`config.mk`:
```
export PLATFORM = sky130hd
export DESIGN_NAME = ppu_ctrl
export DESIGN_NICKNAME = d
export VERILOG_FILES = /design/src/rtl/ppu_ctrl.sv
export SDC_FILE = /design/constraint.sdc
export NUM_CORES = 1
export LEC_CHECK = 0
export BUFFER_PORTS_ARGS = -buffer_cell sky130_fd_sc_hd__buf_2
export CORE_MARGIN = 5
export CORE_UTILIZATION = 51
export CTS_BUF_LIST = sky130_fd_sc_hd__clkbuf_4
export CTS_CLUSTER_SIZE = 25
export DETAILED_ROUTE_END_ITERATION = 12
export PLACE_DENSITY = 0.75
export RECOVER_POWER = 25
export SYNTH_ARGS = -nofsm -noshare
export SYNTH_HDL_FRONTEND = slang
export SYNTH_SLANG_ARGS = --single-unit
```
`constraint.sdc`:
```
create_clock -name clk -period 5.1 [get_ports clk]
set_input_delay 0.765 -clock clk [delete_from_list [all_inputs] [get_ports clk]]
set_output_delay 0.765 -clock clk [all_outputs]
set_load 0.05 [all_outputs]
```
`src/rtl/ppu_ctrl.sv`:
```
// Job sequencer between the psum buffer, the PPU and the ofmap buffer.
// It streams num_elem psums into the PPU and packs the int8 results four to a word.
module ppu_ctrl #(
  parameter int ADDR_W = 12,
  parameter int CNT_W  = 16
) (
  input  logic              clk,
  input  logic              rst,
  input  logic              start,
  input  logic [CNT_W-1:0]  num_elem,
  input  logic [ADDR_W-1:0] psum_base,
  input  logic [ADDR_W-1:0] ofmap_base,
  input  logic [11:0]       scale_in,
  output logic              psum_rd_en,
  output logic [ADDR_W-1:0] psum_rd_addr,
  input  logic [31:0]       psum_rd_data,
  output logic              ppu_en,
  output logic [31:0]       ppu_data,
  output logic [11:0]       ppu_scale,
  input  logic [7:0]        ppu_q,
  input  logic              ppu_valid,
  output logic              ofmap_wr_en,
  output logic [ADDR_W-1:0] ofmap_wr_addr,
  output logic [31:0]       ofmap_wr_data,
  output logic              busy,
  output logic              done
);

  typedef enum logic [1:0] {S_IDLE, S_ISSUE, S_DRAIN, S_DONE} state_t;

  state_t            state_q, state_d;
  logic [CNT_W-1:0]  num_q, num_d;
  logic [11:0]       scale_q, scale_d;
  logic [ADDR_W-1:0] raddr_q, raddr_d;
  logic [ADDR_W-1:0] waddr_q, waddr_d;
  logic [CNT_W-1:0]  rd_cnt_q, rd_cnt_d;
  logic [CNT_W-1:0]  rcv_cnt_q, rcv_cnt_d;
  logic [1:0]        lane_q, lane_d;
  logic [31:0]       pack_q, pack_d;
  logic              ppu_en_q, ppu_en_d;
  logic              wr_en_q, wr_en_d;
  logic              wr_last_q, wr_last_d;
  logic [ADDR_W-1:0] wr_addr_q, wr_addr_d;
  logic [31:0]       wr_data_q, wr_data_d;

  logic              byte_ok;
  logic              last_byte;
  logic [31:0]       word;

  always_comb begin
    state_d   = state_q;
    num_d     = num_q;
    scale_d   = scale_q;
    raddr_d   = raddr_q;
    waddr_d   = waddr_q;
    rd_cnt_d  = rd_cnt_q;
    rcv_cnt_d = rcv_cnt_q;
    lane_d    = lane_q;
    pack_d    = pack_q;
    ppu_en_d  = (state_q == S_ISSUE);
    wr_en_d   = 1'b0;
    wr_last_d = 1'b0;
    wr_addr_d = '0;
    wr_data_d = '0;

    // Received bytes are counted on their own, so the packer never trusts read timing.
    byte_ok   = ppu_valid && (state_q == S_ISSUE || state_q == S_DRAIN);
    last_byte = (rcv_cnt_q + CNT_W'(1)) == num_q;
    word      = pack_q | (32'(ppu_q) << {lane_q, 3'b000});

    case (state_q)
      S_IDLE: begin
        if (start) begin
          num_d     = num_elem;
          scale_d   = scale_in;
          raddr_d   = psum_base;
          waddr_d   = ofmap_base;
          rd_cnt_d  = '0;
          rcv_cnt_d = '0;
          lane_d    = '0;
          pack_d    = '0;
          state_d   = (num_elem == '0) ? S_DONE : S_ISSUE;
        end
      end
      S_ISSUE: begin
        raddr_d  = raddr_q + ADDR_W'(1);
        rd_cnt_d = rd_cnt_q + CNT_W'(1);
        if (rd_cnt_q == num_q - CNT_W'(1)) state_d = S_DRAIN;
      end
      S_DRAIN: begin
        if (wr_en_q && wr_last_q) state_d = S_DONE;
      end
      S_DONE: state_d = S_IDLE;
      default: state_d = S_IDLE;
    endcase

    if (byte_ok) begin
      rcv_cnt_d = rcv_cnt_q + CNT_W'(1);
      if (lane_q == 2'd3 || last_byte) begin
        wr_en_d   = 1'b1;
        wr_last_d = last_byte;
        wr_addr_d = waddr_q;
        wr_data_d = word;
        waddr_d   = waddr_q + ADDR_W'(1);
        pack_d    = '0;
        lane_d    = '0;
      end else begin
        pack_d = word;
        lane_d = lane_q + 2'd1;
      end
    end
  end

  always_ff @(posedge clk or posedge rst) begin
    if (rst) begin
      state_q   <= S_IDLE;
      num_q     <= '0;
      scale_q   <= '0;
      raddr_q   <= '0;
      waddr_q   <= '0;
      rd_cnt_q  <= '0;
      rcv_cnt_q <= '0;
      lane_q    <= '0;
      pack_q    <= '0;
      ppu_en_q  <= 1'b0;
      wr_en_q   <= 1'b0;
      wr_last_q <= 1'b0;
      wr_addr_q <= '0;
      wr_data_q <= '0;
    end else begin
      state_q   <= state_d;
      num_q     <= num_d;
      scale_q   <= scale_d;
      raddr_q   <= raddr_d;
      waddr_q   <= waddr_d;
      rd_cnt_q  <= rd_cnt_d;
      rcv_cnt_q <= rcv_cnt_d;
      lane_q    <= lane_d;
      pack_q    <= pack_d;
      ppu_en_q  <= ppu_en_d;
      wr_en_q   <= wr_en_d;
      wr_last_q <= wr_last_d;
      wr_addr_q <= wr_addr_d;
      wr_data_q <= wr_data_d;
    end
  end

  assign psum_rd_en    = (state_q == S_ISSUE);
  assign psum_rd_addr  = psum_rd_en ? raddr_q : '0;
  assign ppu_en        = ppu_en_q;
  assign ppu_data      = ppu_en_q ? psum_rd_data : 32'd0;
  assign ppu_scale     = scale_q;
  assign ofmap_wr_en   = wr_en_q;
  assign ofmap_wr_addr = wr_addr_q;
  assign ofmap_wr_data = wr_data_q;
  assign busy          = (state_q != S_IDLE);
  assign done          = (state_q == S_DONE);

endmodule

```
# Word-level counts from Yosys, hierarchy flattened
# Index checks and enable logic that the tools add are counted.
word_totals:
  ff_bits: 167
  output_inout_bits: 105
  wordCells: 78
classes:
  n_eq_ne: 9
  n_mux: 33
  n_reduce_logical: 14
  n_addsub: 6
  n_bitwise: 1
  n_shift: 1
ops:
  columns: ["operator", "count"]
  rows:
  - ["$mux 32", 7]
  - ["$mux 12", 8]
  - ["$mux 16", 3]
  - ["$add 16x1->16 const B", 2]
  - ["$eq 16x16->1", 2]
  - ["$or 32x32->32", 1]
  - ["$pmux 16 s2", 1]
  - ["$shl 8x5->32", 1]
  - ["$add 12x1->12 const B", 2]
  - ["$pmux 12 s2", 1]
  - ["$logic_not 16->1", 1]
  - ["$mux 2", 8]
  - ["$sub 16x1->16 const B", 1]
  - ["$pmux 2 s4", 1]
  - ["$reduce_bool 2->1", 4]
  - ["$eq 2x2->1 const B", 3]
  - ["$reduce_and 2->1", 3]
  - ["$mux 1", 4]
  - ["$ne 2x1->1 const B", 2]
  - ["$reduce_and 3->1", 1]
  - ["$add 2x1->2 const B", 1]
  - ["$eq 2x1->1 const B", 1]
  - ["$logic_and 1x1->1", 2]
  - ["$logic_not 2->1", 1]
  - ["other kinds (2)", 3]

# Depth between registers and ports, before layout
# Gate-level depths: netlist of run 1.
logic_depth:
  ltp_word: 5
  depth_mapped: 14
  ltp_nobuf: 10

# Worst setup path after synthesis of run 1
# OpenSTA, ideal clock, no wires.
synth_path:
  path_type: "register to register"
  startpoint: "register rcv_cnt_q[1]"
  endpoint: "register waddr_q[9]"
  setup_time_ns: 0.123
  arrival_time_ns: 3.094
  synth_period_minus_slack_ns: 3.217
  slack_ns: 1.883
  stages_incl_launch_ff: 12
  path_buffers: 2
  path_cell_list: "dfrtp_1 > ha_1 > buf_4 > nand3_2 > or4_1 > buf_2 > or4_4 > a211o_1 > o21a_2 > inv_6 > mux2_2 > o221a_2"
synth_between:
  elab_chain_len: 5
synth_rtl:
  columns: ["element", "line_no", "text"]
  rows:
  - ["start: declaration", "37", "logic [CNT_W-1:0] rcv_cnt_q, rcv_cnt_d;"]
  - ["start signal: assignment", "137", "rcv_cnt_q <= rcv_cnt_d;"]
  - ["$add 16x1->16", "68", "last_byte = (rcv_cnt_q + CNT_W'(1)) == num_q;"]
  - ["$eq 16x16->1", "68", null]
  - ["$logic_or 1x1->1", "99", "if (lane_q == 2'd3 || last_byte) begin"]
  - ["$mux 12", "99", null]
  - ["$mux 12", "97", "if (byte_ok) begin"]
  - ["named net waddr_d[9]", "35", "logic [ADDR_W-1:0] waddr_q, waddr_d;"]
  - ["end signal: assignment", "135", "waddr_q <= waddr_d;"]
  - ["end: declaration", "35", null]
# The timed path passes the listed nets, and every way through them passes these cells.
# A chain may end at the register's enable or synchronous reset.

# Worst setup path in the final report of run 1
layout_path:
  startpoint: "register rcv_cnt_q[0]"
  endpoint: "register waddr_q[9]"
# Same word-level chain as after synthesis.

==> results of run 1 <==
-- final cells by class --
cell class              instances  area share (%)
clock buffers                  17           1.276
multi-input cells             703           41.17
inverters                      17          0.7257
diodes                          1         0.02503
repair buffers                207           10.50
flip-flops and latches        167           41.79
well taps                     220           2.753
clock inverters                15           1.764
-- critical path, cell delays in order, from the launching register on --
cell	delay, ns
dfrtp_1	0.55
ha_1	0.38
nand3_2	0.25
or4_1	0.67
or4_4	0.54
a211o_1	0.30
o21a_2	0.46
inv_6	0.32
mux2_2	0.37
o221a_2	0.24
-- per-layer routing --
layer,GRT usage [%],part of all wire [%],vias to the layer above
li1,-,-,3661
met1,32.05,44,3641
met2,35.58,47,219
met3,6.442,6.5,30
met4,6.221,1.7,2
met5,0,0.031,-
-- worst min path at each step --
stage                                   startpoint                          to  slack, ns
final                                  scale_in[0]    ppu_scale[0]$_DFFE_PP0P_       0.35
after global routing                   scale_in[0]    ppu_scale[0]$_DFFE_PP0P_       0.30
after floorplan              pack_q[0]$_DFFE_PP0P_  ofmap_wr_data[0]$_DFF_PP0_       0.46
after CTS                              scale_in[8]    ppu_scale[8]$_DFFE_PP0P_       0.33
after global placement    ppu_scale[1]$_DFFE_PP0P_    ppu_scale[1]$_DFFE_PP0P_       0.45
after detailed placement  ppu_scale[7]$_DFFE_PP0P_    ppu_scale[7]$_DFFE_PP0P_       0.46
-- sequential cells by signal, summed over array words and instances (netlist names), 12 cells and up --
register,count
ofmap_wr_data,32
pack_q,32
num_q,16
rcv_cnt_q,16
rd_cnt_q,16
ofmap_wr_addr,12
ppu_scale,12
raddr_q,12
waddr_q,12
-- stage by stage --
| step | total power, mW | setup slack (ns) | util, % |
|---|---|---|---|
| floorplan | 4.224 | 1.883 | - |
| global placement | 4.815 | 1.042 | 58.34 |
| detailed placement | 4.871 | 0.9472 | 58.34 |
| CTS | 5.666 | 0.9288 | 60.17 |
| global route | 6.069 | 0.5666 | 60.09 |
| finish | 5.662 | 0.9127 | 60.09 |
-- power by group through the flow --
stage | registers [mW] | clock network [mW] | logic (mW)
after global placement | 2.10 | 0 | 2.72
final | 2.09 | 0.795 | 2.77
after global routing | 2.16 | 0.873 | 3.04
after floorplan | 2.13 | 0 | 2.09
after detailed placement | 2.10 | 0 | 2.77
after CTS | 2.08 | 0.806 | 2.78
-- Yosys cell counts (9+ instances only) --
master	n	share of area, %
nor4_1	9	0.65
dfrtp_1	167	48
xor2_1	17	1.7
a31oi_1	32	2.3
ha_1	10	1.4
mux2i_1	13	1.5
o21ai_0	55	3.2
nor3_1	9	0.52
xnor2_1	31	3.1
a21oi_1	56	3.2
and2_1	61	4.4
and3_1	13	0.94
inv_1	16	0.69
buf_2	15	0.86
nand4_1	17	1.2
nand3_1	34	2.0
clkbuf_1	44	1.9
or3_1	9	0.65
nor2_1	112	4.8
nand2_1	117	5.1
buf_1	9	0.39
a32o_1	11	1.3
-- kinds of logic (layout without fill, tap and decap cells) --
kind of cell             after synthesis  in the layout  share of synthesized area (%)
AND/OR/NAND/NOR                      411            411                          22.97
AO/OA/AOI/OAI                        218            218                          16.26
flip-flops                           167            167                          48.13
buffers and inverters                 90            256                          4.467
XOR/XNOR                              48             48                          4.842
multiplexers                          16             16                          1.888
adder cells (fa/ha/maj)               10             10                          1.441
other                                  0              1                              0
==> key figures, run 1 <==
Pwr
  • Logic pwr share: 49.0%
  • Clock share of power: 14.0%
  • Internal: 2.809 mW
  • Sw frac: 50.38%
  • Lkg Pwr: 4.768 nW
  • Reg power frac: 37.0%
  • PD cells: 566.2 nW/um^2
  • Switching pwr: 2.852 mW
  • Worst VDD drop: 0.3234 mV

Cells and area
  • Final Instance Area: 10000 um^2
  • Multi-input gate area: 4116 um^2
  • Share of layout cells above drive strength 1: 23.36%
  • Most frequent cells in the layout: 200 x buf_2, 167 x dfrtp_1, 117 x nand2_1
  • Reg area: 4179 um^2
  • Fillers: 1453
  • Layout Nets: 1219
  • Most common cell after layout, fill and taps aside: buf_2
  • P&R area growth vs syn: 15.18%
  • Final non-filler cell total: 1347

Clock network
  • Hold Buf Count CTS: 0
  • Post-CTS Setup Inserts: 0
  • Maximum root-to-sink buffer count: 2
  • Root Driver: clkbuf_4
  • Clock sink total: 167
  • Clock slew at reported path FFs: 0.17 ns
  • Clock H-tree levels: 4
  • Clock latency at the later pin of the worst-skew pair: 0.59 ns
  • Post-CTS resize count: 0
  • CTS tree: done
  • TritonCTS Buffers: 17

Status
  • Status: complete, but fails checks
  • Failing checks: DRC, capacitance limit, slew limit

Die
  • CORE AREA: 16640 um^2
  • Chip height: 140.5 um
  • Die footprint: 19730 um^2
  • Initial Util: 52.17%
  • IO Pins: 201
  • FP Rows: 47
  • Die X: 140.5 um

Synth
  • Synth cell types: 68
  • Sequential area share after synthesis: 48.13%
  • Post-Syn Area: 8682 um^2
  • Syn Nets: 1066
  • Synthesized flop and latch total: 167
  • Cells after Synth: 960
  • Post-synth EDFFs: 0
  • Ys flop type: dfrtp_1
  • Avg Synthesized Cell Area: 9.044 um^2
  • Post-synthesis async set-or-reset flop share: 100.0%
  • Synth Warn #: 0

STA
  • Setup TNS: 0 ns
  • Slew margin rel.: -144.7%
  • RSZ-0062 raised after global routing: no
  • Max Clock Freq: 238.8 MHz
  • Fin crit period: 4.187 ns
  • Slew Viols, Final: 168
  • Tightest Pin Transition: 3.670 ns
  • Hold Vio Cnt, Final: 0
  • # setup viols final: 0
  • Fin crit share: 82.10%
  • Worst Clk Skew: 0.02769 ns
  • Worst hold margin: 0.3522 ns

Critical path
  • Crit Reg-Reg Startpoint: rcv_cnt_q[0]$_DFFE_PP0P_
  • Crit Path Category: flop to flop
  • Crit. Startpoint: rcv_cnt_q[0]$_DFFE_PP0P_
  • CP endpoint kind: flop
  • CP max FO: 39
  • Data required, critical path: 5.57 ns
  • Worst R2R Setup Slack: 0.91 ns
  • Crit path DAT: 4.65 ns
  • Startpoint types: flop
  • Crit path to: waddr_q[9]$_DFF_PP0_
  • Worst Reg-to-Reg Cells: 9
  • Capturing point of the worst reg2reg path: waddr_q[9]$_DFF_PP0_

Place
  • GP Congestion: 0.8262
  • Placed instance area: 9709 um^2
  • Count of input and output buffers: 200
  • Placed cells: 1314
  • Detailed Place HPWL: 15610 um

Global route
  • First-pass GRT wire length: 37270 um
  • Initial antenna violation count: 2
  • Total track usage: 23.01%
  • Vias in the first global route: 7277
  • Largest net degree at the start of global routing: 168
  • Congestion Overflow GR: 0

Detailed routing
  • DR vias: 7553
  • WL per Instance: 16.73 um
  • Iter 0 DRT Violations: 635
  • DRT Pass-1 Iters: 11
  • DRT Wirelength: 22540 um
  • Remaining antenna violation count: 0
  • Post-DR vias/cell: 5.607
  • Drt drc: 1

Flow run
  • Number of max-cap violations: 1

Min path
  • Hold Crit Class: input pin to flop
  • Hold depth: 3
No activity file was read; power rests on OpenSTA's default activity.
==> run 2, diff against run 1 <==
clock period = 3.5 ns   (was 5.1 ns; I/O delays follow)
==> run 2 against run 1 <==
Against the previous run:
- the flow now finishes without violations
- core utilization up 0.88 points
- global-route usage up 0.52 points
- sequential power up 45%
- clock power up 40%
- sequential share of layout area down 0.59 points
- fmax up 25%
- largest power group unchanged
- highest routed layer is now met4
==> key figures, run 2 (synthesized netlist as in run 1, its figures left out) <==
Detailed routing
  • Post-DR vias/cell: 5.642 (was 5.607)
  • WL met1: 10010 um (was 10020 um)
  • DR vias: 7718 (was 7553)
  • Met2 routed WL: 10930 um (was 10660 um)
  • DRT Pass-1 Iters: 6 (was 11)
  • Drt drc: 0 (was 1)
  • Iter 0 DRT Violations: 500 (was 635)
  • DR WL met3: 1770 um (was 1472 um)
  • Remaining antenna violation count: 0 (unchanged)
  • Top sig layer: met4 (was met5)
  • DRT Wirelength: 23010 um (was 22540 um)
  • WL per Instance: 16.82 um (was 16.73 um)

Global route
  • Largest net degree at the start of global routing: 73 (was 168)
  • First-pass GRT wire length: 38340 um (was 37270 um)
  • Initial antenna violation count: 1 (was 2)
  • Total track usage: 23.53% (was 23.01%)
  • Congestion Overflow GR: 0 (unchanged)
  • Vias in the first global route: 7481 (was 7277)

STA
  • Slew Viols, Final: 0 (was 168)
  • Fin crit period: 3.354 ns (was 4.187 ns)
  • Tightest Pin Transition: 1.081 ns (was 3.670 ns)
  • Worst Clk Skew: 0.03856 ns (was 0.02769 ns)
  • Setup TNS: 0 ns (unchanged)
  • Fin crit share: 95.82% (was 82.10%)
  • Slew margin rel.: 27.55% (was -144.7%)
  • # setup viols final: 0 (unchanged)
  • RSZ-0062 raised after global routing: no (unchanged)
  • Max Clock Freq: 298.2 MHz (was 238.8 MHz)
  • Hold Vio Cnt, Final: 0 (unchanged)

Critical path
  • Data required, critical path: 3.99 ns (was 5.57 ns)
  • Worst Reg-to-Reg Cells: 9 (unchanged)
  • Worst path cell trace: ha_1 > nand3_2 > or4_1 > or4_4 > a211o_1 > o21a_2 > inv_6 > mux2_2 > o221a_2 (unchanged)
  • CP max FO: 21 (was 39)
  • Crit path DAT: 3.84 ns (was 4.65 ns)
  • Slowest CP cell: or4_1 (unchanged)
  • Capturing point of the worst reg2reg path: waddr_q[9]$_DFF_PP0_ (unchanged)
  • Crit Path Category: flop to flop (unchanged)
  • CP endpoint kind: flop (unchanged)
  • Startpoint types: flop (unchanged)
  • Crit path largest cell delay: 0.63 ns (was 0.67 ns)
  • Worst R2R Setup Slack: 0.15 ns (was 0.91 ns)
  • Crit Reg-Reg Startpoint: rcv_cnt_q[1]$_DFFE_PP0P_ (was rcv_cnt_q[0]$_DFFE_PP0P_)

Die
  • Initial Util: 52.17% (unchanged)
  • CORE AREA: 16640 um^2 (unchanged)
  • FP Rows: 47 (unchanged)
  • IO Pins: 201 (unchanged)
  • Die footprint: 19730 um^2 (unchanged)
  • Chip height: 140.5 um (unchanged)
  • Die X: 140.5 um (unchanged)

Pwr
  • Worst VDD drop: 0.5145 mV (was 0.3234 mV)
  • Lkg Pwr: 4.862 nW (was 4.768 nW)
  • Internal: 4.149 mW (was 2.809 mW)
  • Clock share of power: 13.3% (was 14.0%)
  • Sw frac: 49.93% (was 50.38%)
  • Switching pwr: 4.137 mW (was 2.852 mW)
  • Logic pwr share: 50.0% (was 49.0%)
  • Reg power frac: 36.6% (was 37.0%)
  • Power Total: 8.286 mW (was 5.662 mW)
  • PD cells: 816.6 nW/um^2 (was 566.2 nW/um^2)

Cells and area
  • Final core occ: 60.97% (was 60.09%)
  • P&R area growth vs syn: 16.86% (was 15.18%)
  • Most frequent cells in the layout: 199 x buf_2, 166 x dfrtp_1, 117 x nand2_1 (was 200 x buf_2, 167 x dfrtp_1, 117 x nand2_1)
  • Layout Nets: 1240 (was 1219)
  • Most common cell after layout, fill and taps aside: buf_2 (unchanged)
  • Share of layout cells above drive strength 1: 24.76% (was 23.36%)

Flow run
  • Number of max-cap violations: 0 (was 1)

Clock network
  • CTS tree: done (unchanged)
  • Clock latency at the later pin of the worst-skew pair: 0.59 ns (about the same)
  • Post-CTS Setup Inserts: 0 (unchanged)
  • TritonCTS Buffers: 17 (unchanged)
  • Clock slew at reported path FFs: 0.16 ns (was 0.17 ns)
  • Root Driver: clkbuf_4 (unchanged)
  • Maximum root-to-sink buffer count: 2 (unchanged)
  • Clock H-tree levels: 4 (unchanged)
  • Clock sink total: 167 (unchanged)

Place
  • Detailed Place HPWL: 16630 um (was 15610 um)
  • GP Congestion: 0.8421 (was 0.8262)
  • Count of input and output buffers: 200 (unchanged)

Min path
  • Min-delay src: scale_in[6] (was scale_in[0])
  • Hold Crit Class: input pin to flop (unchanged)
  • Hold depth: 3 (unchanged)
  • Hold Path Sink: ppu_scale[6]$_DFFE_PP0P_ (was ppu_scale[0]$_DFFE_PP0P_)

Status
  • Status: finished clean (was complete, but fails checks)
==> run 2: changes by cell type in the layout (fill, tap and decap cells not counted), sizes merged <==
cell / delta
buf: +19
clkinv: -5
inv: +3
clkinvlp: +2
clkbuf: +1
dlygate4sd3: +1
==> run 2: worst max path at each step <==
stage | slack, ns | startpoint | to | depth (start not counted)
after floorplan | 0.28 | rcv_cnt_q[1]$_DFFE_PP0P_ | waddr_q[9]$_DFF_PP0_ | 11
after global placement | 0.22 | rcv_cnt_q[1]$_DFFE_PP0P_ | waddr_q[9]$_DFF_PP0_ | 9
after detailed placement | 0.13 | rcv_cnt_q[1]$_DFFE_PP0P_ | waddr_q[9]$_DFF_PP0_ | 9
after CTS | 0.11 | rcv_cnt_q[1]$_DFFE_PP0P_ | waddr_q[9]$_DFF_PP0_ | 9
after global routing | 0.07 | rcv_cnt_q[1]$_DFFE_PP0P_ | waddr_q[3]$_DFF_PP0_ | 10
final | 0.15 | rcv_cnt_q[1]$_DFFE_PP0P_ | waddr_q[9]$_DFF_PP0_ | 9
==> run 2: final cells by class <==
type,count,area (um^2)
clock buffer,17,127.6
tap,220,275.3
timing repair buffer,228,1222
antenna,1,2.502
multi-input combinational,703,4116
clock inverter,15,151.4
sequential,167,4180
inverter,17,70.07
fill,1404,6496
==> run 2: power by group through the flow <==
stage | clock [mW] | sequential [mW] | combinational, mW
after global placement | 0 | 3.05 | 4.06
after detailed placement | 0 | 3.05 | 4.14
after floorplan | 0 | 3.11 | 3.05
after CTS | 1.13 | 3.02 | 4.15
final | 1.11 | 3.03 | 4.15
after global routing | 1.22 | 3.12 | 4.54
==> run 2: stage by stage <==
step                      instance area, um^2  cells  hold slack [ns]  setup WS (ns)
after floorplan                          8686    960           0.4628         0.2834
after global placement                   9859   1334           0.4535         0.2172
after detailed placement                 9859   1334           0.4614         0.1337
after CTS                               10150   1367          0.06483         0.1062
after global routing                    10150   1368          0.09222        0.06637
final                                   10150   1368           0.1174         0.1462
==> run 2: repair_timing <==
action	in CTS	in global routing
resized for setup	0	1
endpoints found under the setup margin	0	3
hold buffers	1	0
hold endpoints to repair	21	0
==> run 2: critical path, delay by kind of cell, from the launching register on <==
kind | cells | cell delay (ns)
compound gates | 3 | 0.81
fa+ha+maj | 1 | 0.21
buf+inv | 1 | 0.15
flops | 1 | 0.47
mux | 1 | 0.35
simple gates | 3 | 1.27
==> run 2: metal layers <==
metal,vias up,global-route usage (%)
met2,290,37.25
met5,-,0
met3,27,5.385
li1,3699,-
met1,3702,33.43
met4,0,4.895
==> run 3, diff against run 2 <==
CELL_PAD_IN_SITES_DETAIL_PLACEMENT = 0   (was default)
CELL_PAD_IN_SITES_GLOBAL_PLACEMENT = 1   (was default)
CORE_UTILIZATION = 38   (was 51)
==> run 3 against run 2 <==
Against the previous run:
- the run now ends with capacitance limit, slew limit left
- design area rose by 0.73%
- non-clock buffer count is 4 lower
- clock power up 6%
- flip-flop and latch count stayed put
- global-route usage fell by 4.7 points
- wire length up 5.3%
- sequential share of layout area shrank 0.31 points
- clock skew is 0.013 ns lower
- total power increased by 1.0%
- fmax increased by 0.62%
- largest cell class unchanged
- largest power group unchanged
- highest routed layer unchanged
==> key figures, run 3 (synthesized netlist as in run 1, its figures left out) <==
Clock network
  • Root Driver: clkbuf_4 (unchanged)
  • Clock latency at the later pin of the worst-skew pair: 0.60 ns (was 0.59 ns)
  • TritonCTS Buffers: 17 (unchanged)
  • Hold Buf Count CTS: 0 (was 1)
  • Clock H-tree levels: 4 (unchanged)
  • Maximum root-to-sink buffer count: 2 (unchanged)
  • CTS tree: done (unchanged)
  • Clock sink total: 167 (unchanged)
  • Post-CTS resize count: 0 (unchanged)
  • Clock slew at reported path FFs: 0.17 ns (was 0.16 ns)
  • Post-CTS Setup Inserts: 0 (unchanged)

Critical path
  • Startpoint types: flop (unchanged)
  • Worst R2R Setup Slack: 0.17 ns (was 0.15 ns)
  • Capturing point of the worst reg2reg path: waddr_q[3]$_DFF_PP0_ (was waddr_q[9]$_DFF_PP0_)
  • Crit path DAT: 3.87 ns (was 3.84 ns)
  • CP endpoint kind: flop (unchanged)
  • Crit Path Category: flop to flop (unchanged)
  • Worst Reg-to-Reg Cells: 10 (was 9)
  • Crit. Startpoint: rcv_cnt_q[0]$_DFFE_PP0P_ (was rcv_cnt_q[1]$_DFFE_PP0P_)
  • CP max FO: 19 (was 21)
  • Cell mode on critical path: or4_4
  • Crit Reg-Reg Startpoint: rcv_cnt_q[0]$_DFFE_PP0P_ (was rcv_cnt_q[1]$_DFFE_PP0P_)
  • Data required, critical path: 4.03 ns (was 3.99 ns)
  • Slowest CP cell: or4_4 (was or4_1)
  • Crit path largest cell delay: 0.61 ns (was 0.63 ns)
  • Worst path cell trace: ha_1 > nand3_2 > or4_4 > or4_4 > a211o_1 > o21a_2 > inv_6 > buf_4 > mux2i_1 > o221a_2 (was ha_1 > nand3_2 > or4_1 > or4_4 > a211o_1 > o21a_2 > inv_6 > mux2_2 > o221a_2)

Cells and area
  • Final non-filler cell total: 1429 (was 1368)
  • Most common cell after layout, fill and taps aside: buf_2 (unchanged)
  • Fillers: 2244 (was 1404)
  • P&R area growth vs syn: 17.71% (was 16.86%)
  • Layout Nets: 1236 (was 1240)
  • Most frequent cells in the layout: 199 x buf_2, 167 x dfrtp_1, 117 x nand2_1 (was 199 x buf_2, 166 x dfrtp_1, 117 x nand2_1)
  • Share of layout cells above drive strength 1: 24.58% (was 24.76%)

Flow run
  • Number of max-cap violations: 1 (was 0)

Min path
  • Min-delay src: scale_in[5] (was scale_in[6])
  • Hold Path Sink: ppu_scale[5]$_DFFE_PP0P_ (was ppu_scale[6]$_DFFE_PP0P_)
  • Hold Crit Class: input pin to flop (unchanged)
  • Hold depth: 3 (unchanged)

Die
  • CORE AREA: 22570 um^2 (was 16640 um^2)
  • FP Rows: 55 (was 47)
  • Chip height: 161.2 um (was 140.5 um)
  • Die X: 161.2 um (was 140.5 um)
  • Die footprint: 25970 um^2 (was 19730 um^2)
  • IO Pins: 201 (unchanged)
  • Initial Util: 38.46% (was 52.17%)

Global route
  • Vias in the first global route: 7296 (was 7481)
  • First-pass GRT wire length: 39860 um (was 38340 um)
  • Largest net degree at the start of global routing: 168 (was 73)
  • Initial antenna violation count: 1 (unchanged)
  • Total track usage: 18.78% (was 23.53%)
  • Congestion Overflow GR: 0 (unchanged)

STA
  • Hold Vio Cnt, Final: 0 (unchanged)
  • Slew margin rel.: -55.05% (was 27.55%)
  • # setup viols final: 0 (unchanged)
  • Setup TNS: 0 ns (unchanged)
  • Fin crit period: 3.333 ns (was 3.354 ns)
  • RSZ-0062 raised after global routing: no (unchanged)
  • Worst Clk Skew: 0.02549 ns (was 0.03856 ns)
  • Slew Viols, Final: 168 (was 0)
  • Tightest Pin Transition: 2.326 ns (was 1.081 ns)
  • Fin crit share: 95.24% (was 95.82%)
  • Max Clock Freq: 300.0 MHz (was 298.2 MHz)

Detailed routing
  • DRT Wirelength: 24240 um (was 23010 um)
  • WL per Instance: 16.96 um (was 16.82 um)
  • Drt drc: 0 (unchanged)
  • DR WL met3: 1377 um (was 1770 um)
  • Iter 0 DRT Violations: 460 (was 500)
  • DRT Pass-1 Iters: 5 (was 6)
  • Top sig layer: met4 (unchanged)
  • Met2 routed WL: 11470 um (was 10930 um)
  • WL met1: 11070 um (was 10010 um)
  • DR vias: 7576 (was 7718)
  • Remaining antenna violation count: 0 (unchanged)
  • Post-DR vias/cell: 5.302 (was 5.642)

Place
  • Placed cells: 1396 (was 1334)
  • Count of input and output buffers: 200 (unchanged)
  • Detailed Place HPWL: 17020 um (was 16630 um)
  • GP Congestion: 0.8067 (was 0.8421)

Status
  • Failing checks: capacitance limit, slew limit
  • Status: complete, but fails checks (was finished clean)

Pwr
  • PD cells: 819.2 nW/um^2 (was 816.6 nW/um^2)
  • Worst VDD drop: 0.4067 mV (was 0.5145 mV)
  • Lkg Pwr: 4.863 nW (was 4.862 nW)
  • Power Total: 8.372 mW (was 8.286 mW)
run 3: changes by cell type in the layout (fill, tap and decap cells not counted), sizes merged:
cell	previous run	this run
inv	25	23
clkinv	3	8
dlygate4sd3	1	0
buf	225	222
clkinvlp	4	1
run 3: per-stage QoR:
stage               util (%)  hold slack (ns)  setup WS (ns)  instance area [um^2]
floorplan                  -           0.4628         0.2834                  8686
global placement       43.94           0.4531         0.2255                  9918
detailed placement     43.94           0.4598         0.1362                  9918
CTS                    45.29          0.05490        0.09799                 10220
global route           45.28          0.05026        0.04915                 10220
finish                 45.28           0.1004         0.1667                 10220
run 3: worst max path at each step:
stage,slack (ns),endpoint
2_1_floorplan,0.28,waddr_q[9]$_DFF_PP0_
3_3_place_gp,0.23,waddr_q[4]$_DFF_PP0_
3_5_place_dp,0.14,waddr_q[3]$_DFF_PP0_
4_1_cts,0.1,waddr_q[3]$_DFF_PP0_
5_1_grt,0.05,waddr_q[3]$_DFF_PP0_
6_report,0.17,waddr_q[3]$_DFF_PP0_
run 3: where the power goes:
part           leakage (nW)  switching [mW]  internal, mW
Clock                 0.164           0.842         0.339
Sequential             2.20           0.601          2.43
Combinational          2.50            2.76          1.40
Total                  4.86            4.20          4.17
run 3: layout make-up:
class	count	area (um^2)	area share (%)
Sequential cell	167	4179	40.89
Multi-Input combinational cell	703	4120	40.32
Timing Repair Buffer	224	1184	11.58
Tap cell	285	356.6	3.489
Clock inverter	15	177.7	1.738
Clock buffer	17	127.6	1.249
Inverter	17	72.57	0.7101
Antenna cell	1	2.502	0.02449
run 3: worst max-delay path, delay by kind of cell, from the launching register on:
family | cells | cell delay, ns
flip-flops | 1 | 0.38
buffers and inverters | 2 | 0.38
adder cells (fa/ha/maj) | 1 | 0.19
AND/OR/NAND/NOR | 3 | 1.33
multiplexers | 1 | 0.23
AO/OA/AOI/OAI | 3 | 0.78
run 3: metal layers:
layer  global-route usage [%]  vias to the layer above
met1                    26.37                     3684
met2                    29.51                      179
met4                    4.653                        0
met5                        0                        -
li1                         -                     3694
met3                    4.465                       19
